$ cat src/rtl/sample_splitter.sv
// rtl/sample_splitter.sv - serializes one masked parallel sample into an LSB-first byte stream
module sample_splitter #(
  parameter logic [3:0] S_8BIT  = 4'd0,
  parameter logic [3:0] S_12BIT = 4'd1,
  parameter logic [3:0] S_16BIT = 4'd3,
  parameter logic [3:0] S_24BIT = 4'd4,
  parameter logic [3:0] S_32BIT = 4'd5
) (
  input  logic        clk,
  input  logic        rst,
  input  logic [31:0] sample_in,
  input  logic [3:0]  sample_size,
  input  logic        sample_valid,
  output logic        sample_ready,
  output logic [7:0]  byte_out,
  output logic        byte_valid,
  input  logic        byte_ready,
  output logic        byte_last,
  output logic        sample_err,
  output logic        busy
);

  typedef enum logic {IDLE, SEND} state_t;

  state_t      state, state_next;
  logic [31:0] sreg, sreg_next;
  logic [1:0]  idx, idx_next;
  logic [1:0]  last_idx, last_idx_next;
  logic        err_next;

  logic        size_ok;
  logic [31:0] mask;
  logic [1:0]  size_last;
  logic        accept;
  logic        xfer;

  always_comb begin
    size_ok   = 1'b1;
    mask      = 32'h0;
    size_last = 2'd0;
    case (sample_size)
      S_8BIT:  begin mask = 32'h0000_00FF; size_last = 2'd0; end
      S_12BIT: begin mask = 32'h0000_0FFF; size_last = 2'd1; end
      S_16BIT: begin mask = 32'h0000_FFFF; size_last = 2'd1; end
      S_24BIT: begin mask = 32'h00FF_FFFF; size_last = 2'd2; end
      S_32BIT: begin mask = 32'hFFFF_FFFF; size_last = 2'd3; end
      default: size_ok = 1'b0;
    endcase
  end

  // The shift register always presents the current byte in its low 8 bits.
  assign byte_valid   = (state == SEND);
  assign busy         = (state == SEND);
  assign byte_last    = (state == SEND) && (idx == last_idx);
  assign byte_out     = (state == SEND) ? sreg[7:0] : 8'h00;
  assign xfer         = byte_valid && byte_ready;
  assign sample_ready = (state == IDLE) || (xfer && byte_last);
  assign accept       = sample_valid && sample_ready;

  always_comb begin
    state_next    = state;
    sreg_next     = sreg;
    idx_next      = idx;
    last_idx_next = last_idx;
    err_next      = 1'b0;
    if (xfer) begin
      if (idx != last_idx) begin
        idx_next  = idx + 2'd1;
        sreg_next = {8'h00, sreg[31:8]};
      end else begin
        state_next = IDLE;
      end
    end
    // An accept only happens from IDLE or on the final byte, so it may override the above.
    if (accept) begin
      if (size_ok) begin
        state_next    = SEND;
        sreg_next     = sample_in & mask;
        idx_next      = 2'd0;
        last_idx_next = size_last;
      end else begin
        err_next = 1'b1;
      end
    end
  end

  always_ff @(posedge clk) begin
    if (rst) begin
      state      <= IDLE;
      sreg       <= 32'h0;
      idx        <= 2'd0;
      last_idx   <= 2'd0;
      sample_err <= 1'b0;
    end else begin
      state      <= state_next;
      sreg       <= sreg_next;
      idx        <= idx_next;
      last_idx   <= last_idx_next;
      sample_err <= err_next;
    end
  end

endmodule

$ cat config.mk
export PLATFORM = sky130hd
export DESIGN_NAME = sample_splitter
export DESIGN_NICKNAME = d
export VERILOG_FILES = /design/src/rtl/sample_splitter.sv
export SDC_FILE = /design/constraint.sdc
export NUM_CORES = 1
export LEC_CHECK = 0
export BUFFER_PORTS_ARGS = -buffer_cell sky130_fd_sc_hd__buf_2
export CELL_PAD_IN_SITES_DETAIL_PLACEMENT = 1
export CELL_PAD_IN_SITES_GLOBAL_PLACEMENT = 1
export CORE_MARGIN = 5
export CORE_UTILIZATION = 25
export CTS_CLUSTER_DIAMETER = 100
export DETAILED_ROUTE_END_ITERATION = 10
export HOLD_SLACK_MARGIN = 0.06
export PLACE_DENSITY_LB_ADDON = 0.1
export SYNTH_ARGS = -nofsm -noshare
export SYNTH_HDL_FRONTEND = slang
export SYNTH_SLANG_ARGS = --single-unit
export TNS_END_PERCENT = 30
$ cat constraint.sdc
create_clock -name clk -period 1.87 [get_ports clk]
set_input_delay 0.2805 -clock clk [delete_from_list [all_inputs] [get_ports clk]]
set_output_delay 0.2805 -clock clk [all_outputs]
set_load 0.05 [all_outputs]
==> summary.txt, run 1 <==
EDFF count, synth - 0
CP Cell Sequence - xor2_1, o31a_4, inv_6, buf_4
Final instance area - 0.00236 mm2
Std-Cell Rows - 31
Clk_lat worst skew - 0.29 ns
Hold Path Class - primary input to flop
Overall Power - 1700 uW
Syn_nets - 249
WL/cell - 16.1 um
Async S/R FF share, synth - 0%
Syn. warnings - 0
CTS tree - done
Io pins - 53
Area post-placement - 0.00225 mm2
# diodes - 0
Drt first pass iters - 4
Clock group share of total power - 35.4%
Unique masters post-synth - 37
Pwr/cell area - 720 mW/mm2
Sequential fraction of the synthesis area - 40.5%
Via count - 1749
Final Hold Viols - 0
First-pass GRT wire length - 9.87 mm
Net Sw Power - 463 uW
Die area - 0.00936 mm2
Finished Core Util - 32.4%
Chip height - 96.7 um
Global Route Usage Sum - 12.9%
DR vias/cell - 4.83
Buffers on Ports - 52
Cell taking the most area after synthesis - dfxtp_1
WL final - 5.84 mm
Area Growth Syn to Fin - 25.5%
Vias in the first global route - 1889
Clock sink count - 38
Root Buffer - clkbuf_8
CP Data Required Time - 1.59 ns
Top_reg_cell synth - dfxtp_1
Post-layout nets - 302
Max H-tree Level - 2
Max incr delay on CP - 0.43 ns
Slew Limit Headroom - 75.7%
CTS clock-pin slew for the worst setup and hold paths - 0.08 ns
Die Span X - 96.7 um
Status - finished, final reports clean
Max-Cap Viols - 0
Grt ovf - 0
Int Pwr - 1240 uW
Buf/Inv on CP - 2
Ranking of synthesized cells by area - dfxtp_1 (40%), a311oi_1 (9.8%), nand2_1 (9.6%), a211oi_1 (6.0%), a32o_1 (4.3%)
CP arrival - 1.59 ns
Layout Skew - 0.00607 ns
Share of cells above drive strength 1 - 30.8%
Initial antenna violation count - 0
Starting Density - 25.8%
Syn avg cell area - 9.00 um2
Final worst path period need - 1.87 ns
DR iter-0 viols - 77
Slew Limit Fails - 0
Worst Setup Path Type - flop to output port
Longest Clk Path Bufs - 2
Register share of total power - 50.8%
Static Leak - 0.000896 uW
Slowest cell on crit path - o31a_4
F_max - 0.536 GHz
Placer Congestion - 0.767
Synth Cell Area - 0.00188 mm2
Number of antenna-violating nets in the routed design - 0
Logic gate share of total power - 13.8%
Largest net degree at the start of global routing - 25
Critical Path Fanout Max - 13
Setup crit start kind - flop
DP HPWL - 4.33 mm
Core area - 0.00729 mm2
Period Utilization, post-route - 99.8%
Final setup fails - 0
# DRC - 0
Sw Share - 27.3%
Mapped Cells - 209
Worst Setup End Kind - output port
TritonCTS Buffers - 5
Top cell type's share of synthesized area - 40.5%
RSZ-0062 raised after global routing - yes
Post-CTS Setup Bufs - 0
Delay-heaviest family, CP - compound AO/OA/AOI/OAI gates
Peak VDD IR - 0.257 mV
Worst slew pin tran - 0.364 ns
Seq cells post-synth - 38
[per-stage QoR]
step	cells	hold WS, ns	TNS (ns)	worst slack, ns
final	362	0.184	0	0.00386
after global routing	362	0.191	-0.0592	-0.0592
after CTS	362	0.179	0	0.00169
after detailed placement	354	0.475	0	0.219
after global placement	354	0.476	0	0.234
after floorplan	209	0.397	0	0.166
[synthesized netlist by cell type, types with 2 or more instances]
cell type  number
a211oi_1       15
a21oi_1         5
a311oi_1       21
a32o_1          8
and2_1          8
and3_1          4
buf_2           4
buf_4           6
buf_6           2
clkbuf_1        3
dfxtp_1        38
inv_1           5
mux2i_1         2
nand2_1        48
nor2_1          3
nor3_1          8
o21ai_0         4
o2bb2ai_1       2
or2b_1          2
xnor2_1         3
xor2_1          2
[final timing paths]
kind | depth (start not counted) | slack [ns] | startpoint | end
setup reg to reg | 5 | 0.16 | last_idx[1] | sreg[27]
setup / recovery | 4 | 0.004 | last_idx[1] | sample_ready
hold reg to reg | 2 | 0.48 | sreg[0] | sreg[0]
hold / removal | 2 | 0.18 | sample_in[22] | sreg[22]
[timing repair]
action / CTS / global route
pin swaps: 0 / 0
hold buffers: 0 / 0
gates resized for setup: 2 / 2
setup endpoints to repair: 2 / 2
[power by group through the flow]
stage / Sequential (uW) / Clock (uW) / Combinational, uW
final: 863 / 602 / 234
after global routing: 868 / 655 / 259
after CTS: 863 / 624 / 238
after detailed placement: 882 / 0 / 236
after global placement: 882 / 0 / 236
after floorplan: 884 / 0 / 136
[placed cells by master (no fill, tap or decap), types with 3 or more instances in the layout]
cell type,count
buf_2,51
nand2_1,48
dfxtp_1,37
a311oi_1,21
a211oi_1,15
buf_4,10
and2_1,8
a32o_1,8
nor3_1,8
clkbuf_8,6
inv_1,5
a21oi_1,5
and3_1,4
o21ai_0,4
nor2_1,3
[per-layer routing]
metal | GRT usage [%] | routed length [um]
met5 | 0 | 0
met4 | 3.89 | 80
met3 | 3.09 | 220
met2 | 19.6 | 2530
met1 | 18.1 | 3020
[sequential cells by signal, indices dropped and copies added (netlist names)]
name	flops
idx	2
busy	1
last_idx	2
sample_err	1
sreg	32
[logic make-up after synthesis]
kind of cell | count (synthesis) | synth area share [%]
AO/OA/AOI/OAI | 63 | 29.9
XOR/XNOR | 5 | 2.33
buffers and inverters | 23 | 7.12
flip-flops | 38 | 40.5
multiplexers | 2 | 1.06
AND/OR/NAND/NOR | 78 | 19.2
[area by class of cell]
| type | count | area (um2) |
|---|---|---|
| Clock inverter | 1 | 5.00 |
| Clock buffer | 7 | 86.3 |
| Timing Repair Buffer | 62 | 350 |
| Sequential cell | 38 | 762 |
| Multi-Input combinational cell | 148 | 1000 |
| Inverter | 7 | 31.3 |
| Tap cell | 99 | 124 |
| Fill cell | 912 | 4930 |
Note: power is estimated with default switching activity, not from simulation.
==> run 2: changes to the inputs <==
--- a/config.mk
+++ b/config.mk
@@ -5,7 +5,9 @@
 export SDC_FILE = /design/constraint.sdc
 export NUM_CORES = 1
 export LEC_CHECK = 0
+export ABC_AREA = 1
 export BUFFER_PORTS_ARGS = -buffer_cell sky130_fd_sc_hd__buf_2
+export CAP_MARGIN = 10
 export CELL_PAD_IN_SITES_DETAIL_PLACEMENT = 1
 export CELL_PAD_IN_SITES_GLOBAL_PLACEMENT = 1
 export CORE_MARGIN = 5
@@ -14,6 +16,7 @@
 export DETAILED_ROUTE_END_ITERATION = 10
 export HOLD_SLACK_MARGIN = 0.06
 export PLACE_DENSITY_LB_ADDON = 0.1
+export RECOVER_POWER = 100
 export SYNTH_ARGS = -nofsm -noshare
 export SYNTH_HDL_FRONTEND = slang
 export SYNTH_SLANG_ARGS = --single-unit
==> summary.txt, run 2 <==
First-pass GRT wire length - 10.9 mm (+11%)
Final instance area - 0.00252 mm2 (+6.6%)
Max reg flops - 32 (unchanged)
Filler Cells Inserted - 1089 (+19%)
Count leader, synth - nand2_1
Worst Setup End Kind - output port
Core area - 0.00822 mm2 (+13%)
Die Span X - 102 um (+5.1%)
Multi-input logic area - 0.00103 mm2 (+3.4%)
Register share of total power - 49.9% (-0.9 points)
Std-Cell Rows - 33 (+6.5%)
# DRC - 0 (unchanged)
Synth Cell Area - 0.00210 mm2 (+12%)
GR Layer Usage met2 - 22.4% (+2.8 points)
Max-Cap Viols - 0 (unchanged)
Setup crit start kind - flop
Largest register by flop count - sreg
Highest-count cells in the layout ignoring fill and taps - nand2_1 (123), inv_1 (41), buf_2 (39)
DP HPWL - 4.66 mm (+7.5%)
Post-synth top cells - nand2_1 (123), inv_1 (41), dfxtp_1 (38)
Max incr delay on CP - 0.42 ns (about the same)
Commonest non-fill, non-tap cell in the layout - nand2_1
CTS tree - done
CTS Hold Bufs - 0 (unchanged)
Slew Limit Fails - 0 (unchanged)
Final setup fails - 0 (unchanged)
Syn_nets - 375 (+51%)
Seq cells post-synth - 38 (unchanged)
Number of antenna-violating nets in the routed design - 0 (unchanged)
Longest Clk Path Bufs - 2 (unchanged)
Layout Skew - 0.00425 ns (-0.00181 ns)
Starting Density - 25.6% (-0.24 points)
Syn. warnings - 0 (unchanged)
Worst Setup Path Type - flop to output port
F_max - 0.575 GHz (+7.3%)
Clock sink count - 38 (unchanged)
Final Hold Viols - 0 (unchanged)
Final hold slack - 0.172 ns (-0.0126 ns)
WL/cell - 12.8 um (-20%)
Status - finished, final reports clean
Slew Limit Headroom - 60.4% (-15 points)
Area Growth Syn to Fin - 19.8%
DR vias/cell - 4.36 (-9.7%)
Net Sw Power - 527 uW (+14%)
Ranking of synthesized cells by area - dfxtp_1 (36%), nand2_1 (22%), nand3_1 (8.3%), inv_1 (7.3%), nor2_1 (6.4%)
Critical Path Fanout Max - 11 (-2)
Drt first pass iters - 4 (unchanged)
Via count - 2142 (+22%)
CP Cell Sequence - xnor2_2, nand2_2, nor2_2, clkbuf_2
Hold Path Class - primary input to flop
Area post-placement - 0.00245 mm2 (+8.8%)
Finished Core Util - 30.6% (-1.7 points)
Worst slew pin tran - 0.597 ns (+0.233 ns)
Static Leak - 0.00143 uW (+60%)
Top cell type's share of synthesized area - 36.2% (-4.2 points)
Grt ovf - 0 (unchanged)
Global Route Usage Sum - 13.3% (+0.41 points)
Register area - 761 um2 (-0.16%)
Logic gate share of total power - 18.5% (+4.7 points)
Placer Congestion - 0.722 (-5.9%)
Buf/Inv on CP - 1 (-1)
Met1 Use GR - 17.4% (-0.67 points)
Die area - 0.0103 mm2 (+10%)
Syn avg cell area - 6.27 um2 (-30%)
Clk_lat worst skew - 0.28 ns (about the same)
Unique masters post-synth - 22 (-41%)
Mapped Cells - 335 (+60%)
Share of cells above drive strength 1 - 19.4% (-11 points)
Grt met3 use - 2.69% (-0.41 points)
Chip height - 102 um (+5.1%)
EDFF count, synth - 0 (unchanged)
Grt peak-use layer - met2
CTS clock-pin slew for the worst setup and hold paths - 0.08 ns (about the same)
TritonCTS Buffers - 5 (unchanged)
# diodes - 0 (unchanged)
Delay-heaviest family, CP - flip-flops
Clock group share of total power - 31.5% (-3.9 points)
Final worst path period need - 1.74 ns (-0.127 ns)
CP Data Required Time - 1.59 ns (about the same)
Async S/R FF share, synth - 0% (unchanged)
WL final - 6.30 mm (+7.9%)
Period Utilization, post-route - 93.0% (-6.8 points)
Buffers on Ports - 52 (unchanged)
Io pins - 53 (unchanged)
DR iter-0 viols - 69 (-10%)
CP arrival - 1.46 ns (-0.13 ns)
Cts repair resizes - 0 (-2)
Sw Share - 30.2% (+2.9 points)
Vias in the first global route - 2207 (+17%)
RSZ-0062 raised after global routing - no
Root Buffer - clkbuf_8
Initial antenna violation count - 0 (unchanged)
Post-CTS Setup Bufs - 0 (unchanged)
Peak VDD IR - 0.217 mV (-16%)
Largest net degree at the start of global routing - 34 (+36%)
Cell taking the most area after synthesis - dfxtp_1
Top_reg_cell synth - dfxtp_1
Slowest cell on crit path - dfxtp_1
Largest regs - sreg: 32 flops, idx: 2 flops, last_idx: 2 flops
Pwr/cell area - 695 mW/mm2 (-3.5%)
Sequential fraction of the synthesis area - 36.2% (-4.2 points)
Final TNS setup - 0 ns (unchanged)
Post-layout nets - 426 (+41%)
Int Pwr - 1220 uW (-1.2%)
Max H-tree Level - 2 (unchanged)
run 2: kinds of logic after synthesis:
kind of cell / share of synthesized area (%)
AND/OR/NAND/NOR: 43.1
buffers and inverters: 14.4
flip-flops: 36.2
AO/OA/AOI/OAI: 4.65
XOR/XNOR: 1.61
run 2: through the flow:
stage | power, uW | setup slack (ns) | instances
after CTS | 1790 | 0.0974 | 491
final | 1750 | 0.131 | 491
after detailed placement | 1230 | 0.219 | 484
after floorplan | 1110 | 0.150 | 335
after global placement | 1220 | 0.236 | 484
after global routing | 1860 | 0.0106 | 491
run 2: per-layer routing:
layer	up-vias	routed length [um]
met5	-	0
met1	975	3080
met4	0	53
li1	1126	-
met3	5	261
met2	36	2910
run 2: worst paths after layout:
path | start | slack, ns | end | cells after the start
max | idx[0] | 0.13 | byte_last | 4
min | rst | 0.17 | sample_err | 2
min reg2reg | sreg[26] | 0.47 | sreg[26] | 2
max reg2reg | idx[0] | 0.20 | last_idx[1] | 7
run 2: final cells by class:
class	count	share of cell area, %
inverters	43	6.41
clock buffers	7	3.03
well taps	105	5.22
repair buffers	63	14.0
multi-input cells	235	41.1
flip-flops and latches	38	30.2
run 2: power by group through the flow:
stage          combinational [uW]  clock, uW  sequential (uW)
3_3_place_gp                  330          0              892
3_5_place_dp                  333          0              892
4_1_cts                       334        581              873
6_report                      324        551              873
2_1_floorplan                 221          0              892
5_1_grt                       376        610              878
==> run 3: changes to the inputs <==
--- a/config.mk
+++ b/config.mk
@@ -11,12 +11,13 @@
 export CELL_PAD_IN_SITES_DETAIL_PLACEMENT = 1
 export CELL_PAD_IN_SITES_GLOBAL_PLACEMENT = 1
 export CORE_MARGIN = 5
-export CORE_UTILIZATION = 25
+export CORE_UTILIZATION = 36
 export CTS_CLUSTER_DIAMETER = 100
 export DETAILED_ROUTE_END_ITERATION = 10
 export HOLD_SLACK_MARGIN = 0.06
 export PLACE_DENSITY_LB_ADDON = 0.1
 export RECOVER_POWER = 100
+export SETUP_SLACK_MARGIN = 0.4
 export SYNTH_ARGS = -nofsm -noshare
 export SYNTH_HDL_FRONTEND = slang
 export SYNTH_SLANG_ARGS = --single-unit
==> summary.txt, run 3 (synthesis gave the netlist of run 2 again) <==
Status - finished, final reports clean
Global Route Usage Sum - 17.4% (+4.1 points)
Final TNS setup - 0 ns (unchanged)
WL final - 6.72 mm (+6.6%)
Via count - 2251 (+5.1%)
Slew Limit Headroom - 59.5% (-0.85 points)
Layout Skew - 0.00746 ns (+0.00321 ns)
CP arrival - 1.35 ns (-0.11 ns)
Area Growth Syn to Fin - 30.0%
CTS clock-pin slew for the worst setup and hold paths - 0.08 ns (about the same)
WL/cell - 14.2 um (+11%)
CTS tree - done
CP Data Required Time - 1.59 ns (about the same)
Final setup fails - 0 (unchanged)
Drt first pass iters - 4 (unchanged)
Finished Core Util - 49.0% (+18 points)
Period Utilization, post-route - 87.0% (-5.9 points)
Max incr delay on CP - 0.37 ns (-0.05 ns)
Delay-heaviest family, CP - flip-flops
Filler Cells Inserted - 794 (-27%)
Final Hold Viols - 0 (unchanged)
Max reg flops - 32 (unchanged)
Number of antenna-violating nets in the routed design - 0 (unchanged)
# diodes - 0 (unchanged)
Final hold slack - 0.174 ns (+0.00187 ns)
Worst slew pin tran - 0.610 ns (+0.0129 ns)
Root Buffer - clkbuf_8
Buf/Inv on CP - 1 (unchanged)
Io pins - 53 (unchanged)
Share of cells above drive strength 1 - 21.8% (+2.3 points)
Die area - 0.00746 mm2 (-28%)
Setup crit start kind - flop
Final instance area - 0.00273 mm2 (+8.5%)
Worst Setup End Kind - output port
Clk_lat worst skew - 0.30 ns (+0.02 ns)
Max-Cap Viols - 0 (unchanged)
Slew Limit Fails - 0 (unchanged)
Core area - 0.00557 mm2 (-32%)
Critical Path Fanout Max - 5 (-6)
First-pass GRT wire length - 10.3 mm (-5.2%)
Highest-count cells in the layout ignoring fill and taps - nand2_1 (123), inv_1 (41), buf_2 (39)
Slowest cell on crit path - dfxtp_4
DP HPWL - 4.33 mm (-7.1%)
Placer Congestion - 0.836 (+16%)
Commonest non-fill, non-tap cell in the layout - nand2_1
Vias in the first global route - 2174 (-1.5%)
DR iter-0 viols - 118 (+71%)
Std-Cell Rows - 27 (-18%)
Hold Path Class - primary input to flop
GR Layer Usage met2 - 29.6% (+7.2 points)
Area post-placement - 0.00239 mm2 (-2.6%)
Pwr/cell area - 688 mW/mm2 (-0.97%)
Clock sink count - 38 (unchanged)
Die Span X - 86.4 um (-15%)
Grt peak-use layer - met2
Largest net degree at the start of global routing - 40 (+18%)
CP Cell Sequence - xnor2_4, nand3_2, nand2_1, buf_8
Largest register by flop count - sreg
Worst Setup Path Type - flop to output port
RSZ-0062 raised after global routing - yes
# DRC - 0 (unchanged)
Largest regs - sreg: 32 flops, idx: 2 flops, last_idx: 2 flops
CTS Hold Bufs - 0 (unchanged)
Met1 Use GR - 22.5% (+5.2 points)
Grt met3 use - 3.52% (+0.83 points)
Longest Clk Path Bufs - 2 (unchanged)
DR vias/cell - 4.77 (+9.3%)
F_max - 0.614 GHz (+6.8%)
Grt ovf - 0 (unchanged)
TritonCTS Buffers - 5 (unchanged)
Starting Density - 37.7% (+12 points)
Overall Power - 1880 uW (+7.4%)
Static Leak - 0.00150 uW (+5.0%)
Final worst path period need - 1.63 ns (-0.111 ns)
Post-layout nets - 439 (+3.1%)
Max H-tree Level - 2 (unchanged)
Buffers on Ports - 52 (unchanged)
Initial antenna violation count - 0 (unchanged)
Chip height - 86.4 um (-15%)
Peak VDD IR - 0.286 mV (+32%)
[run 3: cell count changes in the layout (fill, tap and decap cells not counted), sizes merged]
cell,change
clkinvlp,+1
nand2,+1
buf,+13
clkbuf,-1
[run 3: layout make-up]
type / count / area, um2 / share of cell area [%]
Tap cell: 72 / 90.1 / 3.30
Inverter: 43 / 165 / 6.05
Timing Repair Buffer: 75 / 532 / 19.5
Sequential cell: 38 / 774 / 28.4
Multi-Input combinational cell: 236 / 1080 / 39.4
Clock buffer: 7 / 86.3 / 3.16
Clock inverter: 1 / 5.00 / 0.183
[run 3: metal layers]
| metal | vias up | share of wire, % |
|---|---|---|
| li1 | 1154 | - |
| met1 | 1046 | 45 |
| met2 | 46 | 49 |
| met3 | 5 | 5.0 |
| met4 | 0 | 0.89 |
| met5 | - | 0 |
[run 3: timing repair]
action                                  in CTS  in global routing
setup buffers                                4                 10
pin swaps                                    4                  6
endpoints found under the setup margin      37                 40
resized for setup                           12                 16
gates cloned                                 0                  3
[run 3: path summary, 6_finish.rpt]
path | depth (start not counted) | to | start | slack (ns)
worst min-delay path | 2 | sample_err | rst | 0.17
worst max register to register | 7 | sreg[14] | last_idx[0] | 0.30
worst max-delay path | 4 | sample_ready | last_idx[0] | 0.24
worst min register to register | 2 | sreg[25] | sreg[25] | 0.47
[run 3: per-stage QoR]
step,instances,worst slack [ns]
final,472,0.242
after global routing,472,0.140
after CTS,459,0.327
after detailed placement,447,0.200
after global placement,447,0.241
after floorplan,335,0.422
[run 3: power breakdown]
group / total (uW) / switching, uW / internal [uW]
Sequential: 874 / 27.9 / 846
Clock: 607 / 309 / 298
Combinational: 395 / 232 / 164
Total: 1880 / 569 / 1310
